===== src/rtl/pc_sequencer.sv =====
// Fetch-head program counter with redirect, stall, pc-relative jump and a circular return-address stack.
// Optional feature macro: PC_MISALIGN_TRAP_EN (misaligned non-sequential targets go to TRAP_VECTOR).
module pc_sequencer #(
    parameter int unsigned         XLEN         = 32,
    parameter logic [XLEN-1:0]     RESET_VECTOR = '0,
    parameter int unsigned         STEP         = 4,
    parameter int unsigned         RAS_DEPTH    = 4,
    parameter logic [XLEN-1:0]     TRAP_VECTOR  = XLEN'('h100)
) (
    input  logic                             clock,
    input  logic                             reset,
    input  logic                             stall,
    input  logic                             redirect,
    input  logic [XLEN-1:0]                  redirect_target,
    input  logic                             jump,
    input  logic [XLEN-1:0]                  jump_offset,
    input  logic                             call,
    input  logic                             ret,
    output logic [XLEN-1:0]                  instruction_addr,
    output logic [$clog2(RAS_DEPTH+1)-1:0]   ras_count,
    output logic                             ras_miss,
    output logic                             misaligned
);

    localparam int unsigned CW = $clog2(RAS_DEPTH + 1);
    localparam int unsigned PW = $clog2(RAS_DEPTH);

    logic [XLEN-1:0] pc_q, pc_d;
    logic [CW-1:0]   cnt_q, cnt_d;
    logic [PW-1:0]   top_q, top_d;
    logic            miss_q, miss_d;
    logic            mis_q, mis_d;
    logic [XLEN-1:0] ras_q [RAS_DEPTH];

    logic [XLEN-1:0] seq_pc, tgt;
    logic            take_tgt, op_push, op_pop, op_repl;
    logic            wr_en;
    logic [PW-1:0]   wr_idx, top_inc, top_dec;

    // Circular pointer arithmetic; depth need not be a power of two.
    assign top_inc = (top_q == PW'(RAS_DEPTH - 1)) ? '0 : top_q + PW'(1);
    assign top_dec = (top_q == '0) ? PW'(RAS_DEPTH - 1) : top_q - PW'(1);

    always_comb begin
        seq_pc   = pc_q + XLEN'(STEP);
        pc_d     = seq_pc;
        cnt_d    = cnt_q;
        top_d    = top_q;
        miss_d   = 1'b0;
        mis_d    = 1'b0;
        tgt      = '0;
        take_tgt = 1'b0;
        op_push  = 1'b0;
        op_pop   = 1'b0;
        op_repl  = 1'b0;
        wr_en    = 1'b0;
        wr_idx   = top_q;

        if (redirect) begin
            tgt      = redirect_target;
            take_tgt = 1'b1;
        end else if (stall) begin
            pc_d = pc_q;
        end else if (ret) begin
            if (cnt_q == '0) begin
                miss_d  = 1'b1;
                op_push = call;
            end else begin
                tgt      = ras_q[top_q];
                take_tgt = 1'b1;
                op_repl  = call;
                op_pop   = !call;
            end
        end else if (jump) begin
            tgt      = pc_q + jump_offset;
            take_tgt = 1'b1;
            op_push  = call;
        end

        if (take_tgt) begin
`ifdef PC_MISALIGN_TRAP_EN
            // Trapped cycles leave the stack untouched.
            if ((tgt & XLEN'(STEP - 1)) != '0) begin
                pc_d    = TRAP_VECTOR;
                mis_d   = 1'b1;
                op_push = 1'b0;
                op_pop  = 1'b0;
                op_repl = 1'b0;
            end else begin
                pc_d = tgt;
            end
`else
            pc_d = tgt;
`endif
        end

        if (op_push) begin
            top_d  = top_inc;
            wr_en  = 1'b1;
            wr_idx = top_inc;
            cnt_d  = (cnt_q == CW'(RAS_DEPTH)) ? cnt_q : cnt_q + CW'(1);
        end
        if (op_pop) begin
            top_d = top_dec;
            cnt_d = cnt_q - CW'(1);
        end
        if (op_repl) begin
            wr_en = 1'b1;
        end
    end

`ifndef PC_MISALIGN_TRAP_EN
    logic unused_trap;
    assign unused_trap = ^TRAP_VECTOR;
`endif

    always_ff @(posedge clock or negedge reset) begin
        if (!reset) begin
            pc_q   <= RESET_VECTOR;
            cnt_q  <= '0;
            top_q  <= '0;
            miss_q <= 1'b0;
            mis_q  <= 1'b0;
        end else begin
            pc_q   <= pc_d;
            cnt_q  <= cnt_d;
            top_q  <= top_d;
            miss_q <= miss_d;
            mis_q  <= mis_d;
        end
    end

    // Stack storage holds no reset value; entries beyond ras_count are never read.
    always_ff @(posedge clock) begin
        if (wr_en) begin
            ras_q[wr_idx] <= seq_pc;
        end
    end

    assign instruction_addr = pc_q;
    assign ras_count        = cnt_q;
    assign ras_miss         = miss_q;
    assign misaligned       = mis_q;

endmodule

===== config.mk =====
export PLATFORM = sky130hd
export DESIGN_NAME = pc_sequencer
export DESIGN_NICKNAME = d
export VERILOG_FILES = /design/src/rtl/pc_sequencer.sv
export SDC_FILE = /design/constraint.sdc
export NUM_CORES = 1
export LEC_CHECK = 0
export ABC_CLOCK_PERIOD_IN_PS = 8660
export CORE_AREA = 8 8 147 149
export DETAILED_ROUTE_END_ITERATION = 10
export DIE_AREA = 0 0 155 157
export DONT_BUFFER_PORTS = 1
export PLACE_DENSITY = 0.75
export SYNTH_ARGS = -nofsm -noshare
export SYNTH_HDL_FRONTEND = slang
export SYNTH_SLANG_ARGS = --single-unit

===== constraint.sdc =====
create_clock -name clock -period 8.66 [get_ports clock]
set_input_delay 0.866 -clock clock [delete_from_list [all_inputs] [get_ports clock]]
set_output_delay 0.866 -clock clock [all_outputs]
set_load 0.005 [all_outputs]

# Yosys cells after proc, flatten, opt, wreduce, memory -nomap -nowiden
# Memory sizes are Yosys's and may differ from the RTL's.
# Index checks and enable logic that the tools add are counted.
[classes] muxes=41 eq_ne=4 reduce_logical=5 n_addsub=6
[op_table] op="$mux W32" n=8
[op_table] op="$add A32 B3 Y32 const B" n=1
[op_table] op="$add A32 B32 Y32" n=1
[op_table] op="$mux W1" n=26
[op_table] op="$mux W3" n=3
[op_table] op="$mux W2" n=4
[op_table] op="$add A3 B1 Y3 const B" n=1
[op_table] op="$eq A3 B3 Y1 const B" n=1
[op_table] op="$logic_not A3 Y1" n=1
[op_table] op="$ne A3 B1 Y1 const B" n=1
[op_table] op="$sub A3 B1 Y3 const B" n=1
[op_table] op="$add A2 B1 Y2 const B" n=1
[op_table] op="$eq A2 B2 Y1 const B" n=1
[op_table] op="$logic_not A2 Y1" n=1
[op_table] op="$ne A2 B2 Y1 const B" n=1
[op_table] op="$reduce_and A2 Y1" n=1
[op_table] op="$reduce_bool A2 Y1" n=1
[op_table] op="$sub A2 B1 Y2 const B" n=1
[op_table] op="$logic_not A1 Y1" n=1
[word_totals] memories=1 ff_bits=38 mem_bits_rw=128 out_inout_bits=37 word_cells=61 input_bits=71
[memory_table] name="ras_q" words=4 width=32 read_ports=1 rd_ports_with_merged_regs=0 write_ports=1 line="33" source="logic [XLEN-1:0] ras_q [RAS_DEPTH];"

# Depth between registers and ports, before layout
# Gate-level depths: netlist (run 1).
[depth] ltp_word=9 ltp_mapped=11

# Least setup slack after synthesis (run 1)
# OpenSTA, ideal clock, no wires.
[synth_path] path_type="flip-flop to flip-flop" startpoint="reg top_q[0]" endpoint="mem ras_q[2][0], enable pin" required_time_ns=8.228 period_less_slack_ns=4.201 n_path_buf=4 stages_incl_launch_ff=10 setup_slack_ns=4.459 arrival_time_ns=3.769 cell_sequence="dfrtp_1 > clkbuf_1 > buf_2 > buf_2 > buf_2 > inv_1 > ha_1 > inv_1 > or2_2 > a21oi_1"
[synth_via] elab_chain_len=3 word_cells_on_any_way=4 cone_classes="add/sub: 1; eq/ne: 1; mux: 2"
[synth_rtl] item="start, declared" line="30" source="logic [PW-1:0] top_q, top_d;"
[synth_rtl] item="start signal, assigned" line="127" source="top_q <= top_d;"
[synth_rtl] item="$add A2 B1 Y2 or $eq A2 B2 Y1 (tied branches)" line="41" source="assign top_inc = (top_q == PW'(RAS_DEPTH - 1)) ? '0 : top_q + PW'(1);"
[synth_rtl] item="$mux W2" line="41"
[synth_rtl] item="$mux W2 (*)"
[synth_rtl] item="end, declared" line="33"
# Mark *: on every way between the ends. The rest lies on a longest branch, timed or not.

# Worst setup path after layout (run 1)
[layout_path] startpoint="reg pc_q[0] (netlist: instruction_addr[0])" endpoint="reg pc_q[28] (netlist: instruction_addr[28])"
[layout_via] elab_chain_len=6 word_cells_on_any_way=9 cone_classes="add/sub: 2; mux: 7"
[layout_rtl] item="start, declared" line="28" source="logic [XLEN-1:0] pc_q, pc_d;"
[layout_rtl] item="start signal, assigned" line="125" source="pc_q <= pc_d;"
[layout_rtl] item="$add A32 B32 Y32" line="75" source="tgt = pc_q + jump_offset;"
[layout_rtl] item="$mux W32" line="74" source="end else if (jump) begin"
[layout_rtl] item="$mux W32" line="64" source="end else if (ret) begin"
[layout_rtl] item="$mux W32" line="62" source="end else if (stall) begin"
[layout_rtl] item="$mux W32" line="59" source="if (redirect) begin"
[layout_rtl] item="$mux W32 (*)" line="80" source="if (take_tgt) begin"
# Mark *: on every way between the ends. The rest lies on a longest branch, timed or not. The select of a mux whose other input is x is not followed.
# A chain may end at the register's enable or synchronous reset.

==> impl_metrics.yaml, run 1 <==
grt:
  grt_max_degree: 43
  antenna_found_initial: 2
  grt_pass1_wl_um: 41200
  overflow: 0
  grt_usage_pct: 22.4
  first_global_vias: 6991
job:
  max_cap_viol_count: 0
synthesis:
  synthDistinctLibCells: 70
  syn-num-nets: 943
  synthCells: 836
  synth_area_um2: 9490
  yosysWarnings: 0
  ys_seq_area_share_pct: 50.5
  synthArstFlopShare_pct: 22.9
  ys_ff_latch: 166
  synth_edf_count: 128
  avgSynthCellArea_um2: 11.4
  synth-main-ff-cell: "edfxtp_1"
route:
  highest_layer: "met5"
  postRouteWirelength_um: 27000
  vias_per_cell: 6.58
  wl_met2_um: 13000
  drt-met1-wl_um: 10500
  dr.pass1.iters: 7
  met3_length_um: 2670
  routedWlPerCell_um: 24.5
  ant_nets: 0
  drc: 0
  vias: 7240
  dr.first_iter.drc_count: 1016
clock_network:
  ctsHoldBuffers: 0
  numCtsBuffers: 17
  path_clk_slew_ps: 70
  post_cts_resized: 0
  clockRootBuffer: "clkbuf_16"
  cts_tree: "yes"
  h-tree-depth: 4
  post_cts_buffers: 0
  clk_path_buf_depth: 2
  clk_latency_ps: 430
  cts.sink_count: 166
critical_path:
  arrival_ps: 3410
  cp_max_fo: 7
  worstPathRequired_ps: 9010
  startpoint_type: "register"
  regToRegEndpoint: "instruction_addr[28]"
  worstSetupEndpointType: "register"
  r2r_cells: 11
  critical_path_class: "register to register"
  worstReg2RegStart: "instruction_addr[0]"
  ff2ff_setup_slack_ps: 5600
cells_and_area:
  multi_input_area_um2: 4440
  antenna_cells: 0
  nets: 931
  layout-drive-gt1-share_pct: 11.1
  final_area_um2: 10300
  area_growth_pct: 8.31
  fillCellCount: 1610
  regArea_um2: 4800
hold_path:
  min_path_type: "primary input to asynchronous set/reset pin"
sta:
  fin_crit_ps: 3060
  max_freq_mhz: 327
  finalCritPeriodShare_pct: 35.3
  clock_skew_ps: 10.5
  slew_headroom_pct: 45.0
  final-max-slew-violation-count: 0
  setup_violations: 0
  hold_violations: 0
  worst_slew_pin_slew_ps: 825
  fin_tns_setup_ps: 0
  rsz0062_at_grt: "false"
power:
  power_density_nw_per_um2: 258
  ir_worst_vdd_mv: 0.133
  leakage_uw: 0.00367
status:
  status: "complete, no violations"
die:
  initial_core_util_pct: 49.4
  coreArea_um2: 19200
  die_area_um2: 24300
  io_pins: 108
  rows: 51
  die_h_um: 157
  fp.dieW_um: 155
place:
  place.gp.congestion: 0.888
  dp_hpwl_um: 19000
  numPortBuffers: 0
  place_area_um2: 9750
[layout by cell type, fill, tap and decap left out, types with 17 or more instances in the layout]
master,count
a21oi_1,75
clkbuf_16,17
dfrtp_1,37
edfxtp_1,128
ha_1,34
inv_1,25
mux4_2,32
nand2_1,77
nand3_1,24
nor2_1,44
nor3_1,19
o21ai_0,48
xnor2_1,28
xor2_1,21
[where the power goes]
part	total, uW	switching [uW]	leakage (uW)	internal, uW
combinational	886	516	0.00181	370
clock	682	315	0.000259	367
sequential	1080	118	0.00160	966
[cells in the mapped netlist (all sizes together) (16+ instances only)]
library cell	number	area (um^2)
ha	34	425
and3	16	100
a21oi	76	380
dfrtp	38	951
edfxtp	128	3840
inv	25	93.8
mux4	32	721
o21ai	52	260
nor2	48	188
nand3	25	130
nor3	19	95.1
nand2	78	295
clkbuf	32	120
xnor2	28	245
xor2	21	184
[registers in the layout, indices dropped and copies added (netlist names)]
name	count
instruction_addr	32
ras_count	3
ras_miss	1
ras_q	128
top_q	2
[critical path, stage by stage, from the launching register on]
cell and delay (ps):
dfrtp_1 460, ha_1 250, inv_1 70, fa_1 390, nand2b_1 180, a21o_1 230, a31o_1 250, a211o_1 360
a21oi_1 240, nor4_1 80, or3_1 350, a21oi_1 150
[per-layer routing]
layer,GRT usage (%),vias to the layer above
li1,-,3202
met4,8.35,2
met3,5.68,56
met5,0,-
met1,28.4,3557
met2,36.4,423
[cells by family after synthesis]
family / synth area share (%)
compound gates: 16.4
simple gates: 12.0
flops: 50.5
buf+inv: 2.89
xor+xnor: 4.52
mux: 8.70
fa+ha+maj: 4.91
other cells: 0.0395
[cell type report]
class | instances | area share (%)
Tap cell | 265 | 3.23
Inverter | 26 | 0.950
Sequential cell | 166 | 46.7
Clock inverter | 14 | 0.998
Timing Repair Buffer | 11 | 0.804
Clock buffer | 17 | 4.14
Multi-Input combinational cell | 602 | 43.2
[how the worst max path moves through the flow]
stage                        start              endpoint  slack, ps
6_report       instruction_addr[0]  instruction_addr[28]       5600
5_1_grt        instruction_addr[4]  instruction_addr[19]       5400
4_1_cts        instruction_addr[0]  instruction_addr[28]       5600
3_5_place_dp        jump_offset[0]  instruction_addr[28]       5260
3_3_place_gp        jump_offset[0]  instruction_addr[28]       5310
2_1_floorplan             top_q[0]           ras_q[2][0]       4460
[per-stage QoR]
stage                     hold WS, ps  std cells  total power (uW)  setup WS (ps)  utilization (%)
final                             127       1101              2650           5600             53.5
after global routing              107       1101              2780           5400             53.5
after CTS                         119       1101              2640           5600             53.5
after detailed placement          562       1070              1960           5260             50.8
after global placement            572       1070              1950           5310             50.8
after floorplan                   516        836              1740           4460                -
(Power assumes the default switching activity.)
==> inputs of run 2 (changes only) <==
Settings changed: ABC_CLOCK_PERIOD_IN_PS 8660 to 2500, PLACE_DENSITY 0.75 to 0.78.
Clock period 8.66 ns to 2.5 ns, I/O delays scaled along.
==> impl_metrics.yaml, run 2 (synthesis gave the netlist of run 1 again) <==
die:
  io_pins: 108
  coreArea_um2: 19200
  rows: 51
  fp.dieW_um: 155
  die_area_um2: 24300
  initial_core_util_pct: 49.4
  die_h_um: 157
critical_path:
  worstReg2RegStart: "instruction_addr[0]"
  r2r_cells: 11
  ff2ff_setup_slack_ps: -130
  regToRegEndpoint: "instruction_addr[28]"
  worstPathRequired_ps: 2860
  cp_max_fo: 4
  arrival_ps: 3000
  worstSetupEndpointType: "register"
  critical_path_class: "register to register"
  startpoint_type: "register"
grt:
  grt_pass1_wl_um: 45400
  first_global_vias: 7832
  antenna_found_initial: 0
  grt_usage_pct: 24.5
  grt_max_degree: 39
  overflow: 0
sta:
  slew_headroom_pct: 53.5
  fin_tns_setup_ps: -136
  max_freq_mhz: 380
  setup_violations: 3
  hold_slack_ps: 0.556
  hold_violations: 0
  final-max-slew-violation-count: 0
  worst_slew_pin_slew_ps: 695
  setup_slack_ps: -132
  fin_crit_ps: 2630
  finalCritPeriodShare_pct: 105
  rsz0062_at_grt: "true"
  clock_skew_ps: 11.2
place:
  place.gp.congestion: 0.960
  place_area_um2: 10600
  dp_slack_ps: -130
  numPortBuffers: 0
  dp_hpwl_um: 20900
cells_and_area:
  nets: 1050
  largest_register: "ras_q"
  layout-drive-gt1-share_pct: 25.1
  final_area_um2: 11600
  final_common_cell: "edfxtp_1"
  fillCellCount: 1380
  antenna_cells: 0
  largest_reg_flops: 128
  area_growth_pct: 22.2
  mostFrequentLayoutCells: "128 x edfxtp_1, 103 x buf_4, 76 x nand2_1"
route:
  dr.pass1.iters: 6
  ant_nets: 0
  postRouteWirelength_um: 30700
  drc: 0
  dr.first_iter.drc_count: 1519
  routedWlPerCell_um: 25.1
  vias_per_cell: 6.64
  vias: 8101
hold_path:
  min_path_type: "primary input to register"
  worstHoldPathCells: 2
  holdPathEnd: "instruction_addr[20]"
  worstHoldStart: "redirect_target[20]"
clock_network:
  cts_tree: "yes"
  clk_latency_ps: 440
  cts.sink_count: 166
  h-tree-depth: 4
  path_clk_slew_ps: 70
  clockRootBuffer: "clkbuf_16"
  numCtsBuffers: 17
  clk_path_buf_depth: 2
power:
  ir_worst_vdd_mv: 0.389
  power_density_nw_per_um2: 870
  leakage_uw: 0.00432
job:
  max_cap_viol_count: 0
status:
  violations: "setup timing"
  status: "complete, but fails checks"
run 2: routing by layer:
layer | vias up | wire (um) | part of all wire [%] | track usage, %
li1 | 3440 | - | - | -
met1 | 3945 | 11300 | 37 | 31.7
met2 | 604 | 14600 | 48 | 38.9
met3 | 112 | 3530 | 12 | 5.13
met4 | 0 | 1160 | 3.8 | 11.4
met5 | - | 0 | 0 | 0
run 2: power by group:
group | internal (uW) | leakage (uW) | total [uW] | switching, uW
clock network | 1270 | 0.000257 | 2410 | 1130
logic | 1800 | 0.00245 | 4120 | 2330
registers | 3350 | 0.00160 | 3560 | 207
total | 6420 | 0.00432 | 10100 | 3670
run 2: worst max-delay path: stages (launching register included):
cell and delay (ps):
dfrtp_1 400, ha_4 160, inv_2 40, fa_2 340, nand2b_4 160, a21o_1 210, a31o_1 220, a211o_1 330
a21oi_2 180, nor4_1 70, or3_1 340, a21oi_2 130
run 2: metrics by stage:
step | cells | total power [uW] | util (%)
after floorplan | 836 | 6210 | -
after global placement | 1163 | 7280 | 55.0
after detailed placement | 1163 | 7350 | 55.0
after CTS | 1214 | 9790 | 58.9
after global routing | 1220 | 10500 | 60.4
final | 1220 | 10100 | 60.4
run 2: how the worst max path moves through the flow:
stage	start	slack [ps]	end
final	instruction_addr[0]	-130	instruction_addr[28]
after global routing	instruction_addr[0]	-190	instruction_addr[28]
after CTS	instruction_addr[0]	-130	instruction_addr[28]
after detailed placement	instruction_addr[0]	-130	instruction_addr[28]
after global placement	instruction_addr[0]	-60	instruction_addr[30]
after floorplan	instruction_addr[0]	2	instruction_addr[28]
run 2: layout make-up:
cell class / count / area (um^2) / share of cell area (%)
Clock inverter: 14 / 101 / 0.874
Multi-Input combinational cell: 602 / 4730 / 40.8
Tap cell: 265 / 332 / 2.86
Clock buffer: 17 / 425 / 3.67
Sequential cell: 166 / 4800 / 41.4
Inverter: 26 / 97.6 / 0.842
Timing Repair Buffer: 130 / 1110 / 9.55
run 2: timing repair:
action                                  in CTS  in global routing
pin swaps                                    4                 23
gates cloned                                 0                  0
hold endpoints to repair                    53                  0
setup buffers                                1                  6
endpoints found under the setup margin      10                 27
resized for setup                            7                 52
hold buffers                                19                  0
